$ cat config.mk
export PLATFORM = sky130hd
export DESIGN_NAME = pc_seq_ctrl
export DESIGN_NICKNAME = d
export VERILOG_FILES = /design/src/rtl/pc_ctrl_pkg.sv /design/src/rtl/pc_seq_ctrl_fetch_timer.sv /design/src/rtl/pc_seq_ctrl.sv
export SDC_FILE = /design/constraint.sdc
export NUM_CORES = 1
export LEC_CHECK = 0
export CAP_MARGIN = 20
export CORE_MARGIN = 2
export CORE_UTILIZATION = 48
export CTS_CLUSTER_SIZE = 20
export DETAILED_ROUTE_END_ITERATION = 16
export PLACE_DENSITY = 0.8
export SLEW_MARGIN = 20
export SYNTH_ARGS = -nofsm -noshare
export SYNTH_HDL_FRONTEND = slang
export SYNTH_SLANG_ARGS = --single-unit
$ cat constraint.sdc
create_clock -name clk -period 2.2 [get_ports clk]
set_input_delay 0.22 -clock clk [delete_from_list [all_inputs] [get_ports clk]]
set_output_delay 0.22 -clock clk [all_outputs]
set_load 0.005 [all_outputs]
$ cat src/rtl/pc_ctrl_pkg.sv
// pc_ctrl_pkg: shared state encoding, defaults and helpers for the PC sequencer.
// Optional fetch timeout is enabled with the PC_FETCH_TIMEOUT_EN macro.
package pc_ctrl_pkg;

    localparam int unsigned TIMEOUT_CYCLES_DEF = 16;
    localparam int unsigned CNT_W_DEF          = 32;

    // FAULT only exists when the fetch timeout feature is built in.
    typedef enum logic [2:0] {
        ST_IDLE   = 3'd0,
        ST_FETCH  = 3'd1,
        ST_DECODE = 3'd2,
        ST_EXEC   = 3'd3,
`ifdef PC_FETCH_TIMEOUT_EN
        ST_UPDATE = 3'd4,
        ST_FAULT  = 3'd5
`else
        ST_UPDATE = 3'd4
`endif
    } pc_state_t;

    // A taken branch (branch flag with zero result) overrides a jump.
    function automatic logic jmp_qualify(input logic br_f, input logic z_f, input logic jmp_f);
        return jmp_f & ~(br_f & z_f);
    endfunction

endpackage

$ cat src/rtl/pc_seq_ctrl_fetch_timer.sv
// fetch_timer: counts FETCH cycles and flags the cycle in which the limit is hit.
// Only compiled and used when PC_FETCH_TIMEOUT_EN is defined.
`ifdef PC_FETCH_TIMEOUT_EN
module fetch_timer #(
    parameter int unsigned LIMIT = 16
) (
    input  logic clk,
    input  logic rst_n,
    input  logic i_load,
    input  logic i_en,
    output logic o_expire
);
    localparam int unsigned W = $clog2(LIMIT + 1);

    logic [W-1:0] r_cnt;

    // Counter is held at zero while loading and advances once per enabled cycle.
    always_ff @(posedge clk or negedge rst_n) begin
        if (!rst_n) begin
            r_cnt <= '0;
        end else if (i_load) begin
            r_cnt <= '0;
        end else if (i_en) begin
            r_cnt <= r_cnt + W'(1);
        end else begin
            r_cnt <= r_cnt;
        end
    end

    // The LIMIT-th enabled cycle after a load is the expiry cycle.
    assign o_expire = i_en & ~i_load & (r_cnt == W'(LIMIT - 1));

endmodule
`endif

$ cat src/rtl/pc_seq_ctrl.sv
// pc_seq_ctrl: multicycle FETCH/DECODE/EXEC/UPDATE sequencer driving the PC block.
// Define PC_FETCH_TIMEOUT_EN to add the fetch timeout, FAULT state and sticky fault flag.
module pc_seq_ctrl
    import pc_ctrl_pkg::*;
#(
    parameter int unsigned TIMEOUT_CYCLES = TIMEOUT_CYCLES_DEF,
    parameter int unsigned CNT_W          = CNT_W_DEF
) (
    input  logic             clk,
    input  logic             rst,
    input  logic             start,
    input  logic             halt,
    input  logic             clr_req,
    output logic             imem_req,
    input  logic             imem_ack,
    output logic             ir_load,
    input  logic             dec_branch,
    input  logic             dec_jmp,
    input  logic             exe_done,
    input  logic             alu_zero,
    output logic             pc_en,
    output logic             pc_branch,
    output logic             pc_zero,
    output logic             pc_jmp,
    output logic             pc_clr,
    output logic             busy,
    output logic [CNT_W-1:0] retired,
    output logic             fault
);

    if (TIMEOUT_CYCLES < 2 || CNT_W < 1) begin : g_param_chk
        $error("pc_seq_ctrl: TIMEOUT_CYCLES must be >= 2 and CNT_W >= 1");
    end

    pc_state_t        r_state;
    pc_state_t        w_state_nxt;
    logic             r_br_f;
    logic             r_jmp_f;
    logic             r_z_f;
    logic [CNT_W-1:0] r_retired;
    logic             w_timeout;
    logic             w_upd;

`ifdef PC_FETCH_TIMEOUT_EN
    logic w_flush;
    logic w_tmr_load;
    logic w_tmr_en;
    logic w_tmr_expire;
    logic r_fault;

    assign w_flush    = clr_req & (r_state != ST_IDLE);
    // Reloading outside FETCH (and on a flush) restarts the count on each FETCH entry.
    assign w_tmr_load = (r_state != ST_FETCH) | clr_req;
    assign w_tmr_en   = (r_state == ST_FETCH);

    fetch_timer #(
        .LIMIT (TIMEOUT_CYCLES)
    ) u_fetch_timer (
        .clk      (clk),
        .rst_n    (rst),
        .i_load   (w_tmr_load),
        .i_en     (w_tmr_en),
        .o_expire (w_tmr_expire)
    );

    // An ack or a flush in the expiry cycle wins over the timeout.
    assign w_timeout = w_tmr_expire & ~imem_ack & ~clr_req;

    // Sticky fault flag: set on timeout, cleared only by reset or a flush.
    always_ff @(posedge clk or negedge rst) begin
        if (!rst) begin
            r_fault <= 1'b0;
        end else if (w_flush) begin
            r_fault <= 1'b0;
        end else if (w_timeout) begin
            r_fault <= 1'b1;
        end else begin
            r_fault <= r_fault;
        end
    end

    assign fault = r_fault;
`else
    assign w_timeout = 1'b0;
    assign fault     = 1'b0;
`endif

    // Next-state logic; a flush in any active state restarts fetching.
    always_comb begin
        w_state_nxt = r_state;
        if (clr_req && (r_state != ST_IDLE)) begin
            w_state_nxt = ST_FETCH;
        end else begin
            case (r_state)
                ST_IDLE: begin
                    if (start) w_state_nxt = ST_FETCH;
                    else       w_state_nxt = ST_IDLE;
                end
                ST_FETCH: begin
                    if (imem_ack) w_state_nxt = ST_DECODE;
`ifdef PC_FETCH_TIMEOUT_EN
                    else if (w_timeout) w_state_nxt = ST_FAULT;
`endif
                    else w_state_nxt = ST_FETCH;
                end
                ST_DECODE: w_state_nxt = ST_EXEC;
                ST_EXEC: begin
                    if (exe_done) w_state_nxt = ST_UPDATE;
                    else          w_state_nxt = ST_EXEC;
                end
                ST_UPDATE: begin
                    if (halt) w_state_nxt = ST_IDLE;
                    else      w_state_nxt = ST_FETCH;
                end
`ifdef PC_FETCH_TIMEOUT_EN
                ST_FAULT: w_state_nxt = ST_FAULT;
`endif
                default: w_state_nxt = ST_IDLE;
            endcase
        end
    end

    // State register.
    always_ff @(posedge clk or negedge rst) begin
        if (!rst) begin
            r_state <= ST_IDLE;
        end else begin
            r_state <= w_state_nxt;
        end
    end

    // Branch/jump/zero flags captured along the instruction, dropped on a flush.
    always_ff @(posedge clk or negedge rst) begin
        if (!rst) begin
            r_br_f  <= 1'b0;
            r_jmp_f <= 1'b0;
            r_z_f   <= 1'b0;
        end else if (clr_req) begin
            r_br_f  <= 1'b0;
            r_jmp_f <= 1'b0;
            r_z_f   <= 1'b0;
        end else begin
            if (r_state == ST_DECODE) begin
                r_br_f  <= dec_branch;
                r_jmp_f <= dec_jmp;
            end
            if ((r_state == ST_EXEC) && exe_done) begin
                r_z_f <= alu_zero;
            end
        end
    end

    // Retired-instruction counter; wraps naturally at 2^CNT_W.
    always_ff @(posedge clk or negedge rst) begin
        if (!rst) begin
            r_retired <= '0;
        end else if ((r_state == ST_UPDATE) && !clr_req) begin
            r_retired <= r_retired + CNT_W'(1);
        end else begin
            r_retired <= r_retired;
        end
    end

    // Strobes decode the registered state; a flush suppresses everything but pc_clr.
    assign w_upd     = (r_state == ST_UPDATE) & ~clr_req;
    assign imem_req  = (r_state == ST_FETCH) & ~clr_req;
    assign ir_load   = (r_state == ST_FETCH) & imem_ack & ~clr_req;
    assign pc_en     = w_upd;
    assign pc_branch = w_upd & r_br_f;
    assign pc_zero   = w_upd & r_z_f;
    assign pc_jmp    = w_upd & jmp_qualify(r_br_f, r_z_f, r_jmp_f);
    assign pc_clr    = rst & (clr_req | w_timeout);
    assign busy      = (r_state != ST_IDLE);
    assign retired   = r_retired;

endmodule

Word-level counts from Yosys, hierarchy flattened:

Cells that the tools add are included.

* register bits: 38
* logic and storage cells: 42

* reduce and logical (&&, ||, !) cells: 8
* equality and inequality tests: 4
* bitwise logic cells: 12
* add/sub/neg operators: 1
* mux-type cells: 12

Operators with widths (number)
* $add A32 B1 Y32 const B: 1
* $pmux W3 S5: 1
* $and A1 B1 Y1: 10
* $mux W1: 8
* $eq A3 B2 Y1 const B: 2
* $mux W3: 2
* $reduce_bool A2 Y1: 2
* $eq A3 B1 Y1 const B: 1
* $eq A3 B3 Y1 const B: 1
* $logic_and A1 B1 Y1: 3
* $logic_not A3 Y1: 1
* $reduce_bool A3 Y1: 1
* $mux W2: 1
* $not A1 Y1: 2
* $logic_not A1 Y1: 1

Logic depth before layout (Yosys ltp):

* word-level depth: 4
* mapped depth: 6
* depth with buffers taken out: 4

Worst setup path after synthesis:

OpenSTA, ideal clock, no wires.

* path kind: reg2reg
* start point: register r_state[0]
* end point: register r_retired[25], in the netlist retired[25]
* slack: 0.638 ns
* library setup time: 0.079 ns
* buffers on the path: 1
* clock period less this slack: 1.562 ns
* required time: 2.121 ns
* cell stages (with the launch flop): 6
* arrival: 1.483 ns
* cell sequence: dfrtp_1 nor4b_4 nand4_2 buf_2 nor4_2 xor2_1

* word-level cells in the longest chain between the ends: 2

RTL lines
* from (decl): line pc_seq_ctrl.sv:35 `pc_state_t r_state;`
* from (signal assigned): line pc_seq_ctrl.sv:128 `r_state <= w_state_nxt;`
* $eq A3 B3 Y1: line pc_seq_ctrl.sv:157 `end else if ((r_state == ST_UPDATE) && !clr_req) begin`
* $logic_and A1 B1 Y1: line pc_seq_ctrl.sv:157
* to (signal assigned): line pc_seq_ctrl.sv:158 `r_retired <= r_retired + CNT_W'(1);`
* to (signal assigned): line pc_seq_ctrl.sv:160 `r_retired <= r_retired;`
* to (decl): line pc_seq_ctrl.sv:40 `logic [CNT_W-1:0] r_retired;`

No other way between the ends.
A chain may end at the register's enable or synchronous reset.

Worst setup path in the final report:

* start point: register r_state[1]
* end point: output port pc_en

* word-level cells in the longest chain between the ends: 2

RTL lines
* $eq A3 B3 Y1: line pc_seq_ctrl.sv:165 `assign w_upd = (r_state == ST_UPDATE) & ~clr_req;`
* $and A1 B1 Y1: line pc_seq_ctrl.sv:165
* to (decl): line pc_seq_ctrl.sv:21 `output logic pc_en,`

No other way between the ends.

==> flow_summary.ini <==
[status]
status = finished clean

[critical_path]
path_max_fanout = 8
worstSetupPathType = reg -> out
critPathArrivalTime_ps = 1860
startpoint_type = flip-flop
rr_worst_depth = 6
startpoint = r_state[1]$_DFF_PN0_
r2r-start = r_state[1]$_DFF_PN0_
setup.worst_path.end_class = primary output
cp.required_ps = 1980

[grt]
grt_usage_pct = 18.8
grt_max_degree = 39
first_global_vias = 1378
antenna_found_initial = 0
grt_remaining_overflow = 0
grt_first_pass_wirelength_um = 6270

[final_layout]
seq_area_um2 = 952
finalInstanceArea_um2 = 2510
final_util_pct = 68.2
drive_gt1_share_pct = 10.5
final_nets = 239
syn2layout_area_growth_pct = 35.1
n_antenna_cell = 0
fillers = 295
multi_input_area_um2 = 845

[clock_network]
clockRootBuffer = clkbuf_8
path_clk_slew_ps = 70
numCtsBuffers = 5
cts_tree = yes
worstSkewPairLatency_ps = 280
h-tree-depth = 2
clock_path_buffers = 2
clock_sinks = 38

[route]
drt-total-wl_um = 3650
first_pass_iters = 4
vias = 1422
ant_nets = 0
wire_per_inst_um = 13.2
viasPerCell = 5.13
post-route-drc-count = 0
drt-initial-drc-count = 91

[logic_synthesis]
ys_seq_elements = 38
netlist_instances = 173
mappedNetlistNets = 184
yosysSeqAreaShare_pct = 51.1
synth_async_sr_flop_share_pct = 100
synth_cell_type_count = 32
synth_ff_type = dfrtp_1
synth_edf_count = 0
post_synth_instance_area_um2 = 1860
ys_warn_count = 0
syn_avg_cell_area_um2 = 10.8

[job]
cap_violations = 0

[floorplanning]
core.rowCount = 22
die_area_um2 = 4390
die_height_um = 66.3
die_w_um = 66.3
core_area_um2 = 3690
start_util_pct = 50.5
design.portCount = 51

[place]
gp_congestion = 0.791
dpl.hpwl_um = 2610
place_area_um2 = 2400
numPortBuffers = 49

[min_path]
worstHoldPathType = reg -> reg
hold_depth = 1
hp-start = retired[31]$_DFFE_PN0P_

[sta]
maxSlewViolCount = 0
grt_setup_unrepaired = false
whs_ps = 480
final.min_clock_period_ps = 2080
fin_crit_sh_pct = 94.6
setup_tns_ps = 0
finalClockSkew_ps = 8.61
fmax_mhz = 481
hold_viol_final = 0
setup_viol = 0

[pwr]
p_leak_nw = 1.17
irDropWorstVdd_v = 0.000461
power_density_nw_per_um2 = 559
-- flip-flops by register name, indices dropped and copies added (netlist names) --
name / cells
retired: 32
r_state: 3
r_br_f: 1
r_jmp_f: 1
r_z_f: 1
-- placed cells by master, fill, tap and decap left out, types with 7 or more instances in the layout --
cell	n
clkdlybuf4s50_1	48
dfrtp_1	37
xor2_1	22
nand2_1	13
nor3_1	11
nand3_1	10
xnor2_1	9
nor2_1	8
inv_1	7
-- where the power goes --
group          switching (W)  internal, W
combinational      0.0000672    0.0000955
sequential         0.0000375     0.000723
clock               0.000230     0.000253
-- cells in the mapped netlist, drive strengths merged (2+ instances only) --
master / n / area, µm²
a21oi: 2 / 10.0
and2: 5 / 31.3
and3: 5 / 31.3
and4: 4 / 35.0
buf: 6 / 32.5
clkbuf: 2 / 7.51
dfrtp: 38 / 951
inv: 7 / 26.3
mux2i: 3 / 30.0
nand2: 13 / 48.8
nand3: 10 / 50.1
nand4: 4 / 31.3
nor2: 8 / 30.0
nor3: 11 / 55.1
nor4: 12 / 113
xnor2: 9 / 78.8
xor2: 22 / 193
-- repair_timing --
item                                    4_1_cts  5_1_grt
endpoints found under the setup margin        0        3
setup buffers                                 0        1
gates resized for setup                       0        1
hold endpoints to repair                     30        0
hold buffers                                  1        0
-- final cells by class --
class | count | share of cell area, %
timing repair buffer | 56 | 21.5
clock inverter | 1 | 0.199
inverter | 7 | 1.04
clock buffer | 7 | 3.43
multi-input combinational | 120 | 33.6
sequential | 38 | 37.9
tap | 48 | 2.39
-- logic make-up after synthesis --
family	count (synthesis)	synth area share (%)
other cells	1	0.201
compound gates	6	2.02
buf+inv	15	3.56
fa+ha+maj	1	0.672
flops	38	51.1
mux	4	2.22
xor+xnor	31	14.6
simple gates	77	25.7
-- through the flow --
stage | setup slack (ps) | std cells | power (W)
final | 120 | 277 | 0.00141
after global routing | 29.9 | 277 | 0.00148
after CTS | 37.1 | 276 | 0.00142
after detailed placement | 189 | 267 | 0.000936
after global placement | 239 | 267 | 0.000933
after floorplan | 638 | 173 | 0.000842
-- final timing paths --
kind | endpoint | slack (ps)
setup / recovery | pc_en | 120
hold / removal | retired[31]$_DFFE_PN0P_ | 480
setup reg to reg | retired[31]$_DFFE_PN0P_ | 320
hold reg to reg | retired[31]$_DFFE_PN0P_ | 480
max in group asynchronous | r_state[1]$_DFF_PN0_ | 1360
min in group asynchronous | retired[5]$_DFFE_PN0P_ | 510
-- critical path, stage by stage (launching register included) --
cell	delay, ps
dfrtp_2	470
nor4b_4	390
buf_4	220
clkdlybuf4s50_1	500
-- routing by layer --
layer | wire [µm] | global-route usage (%)
met5 | 0 | 0
met4 | 76 | 8.16
met3 | 128 | 4.26
met2 | 1760 | 29.3
met1 | 1690 | 25.0
No activity file was read; power rests on OpenSTA's default activity.
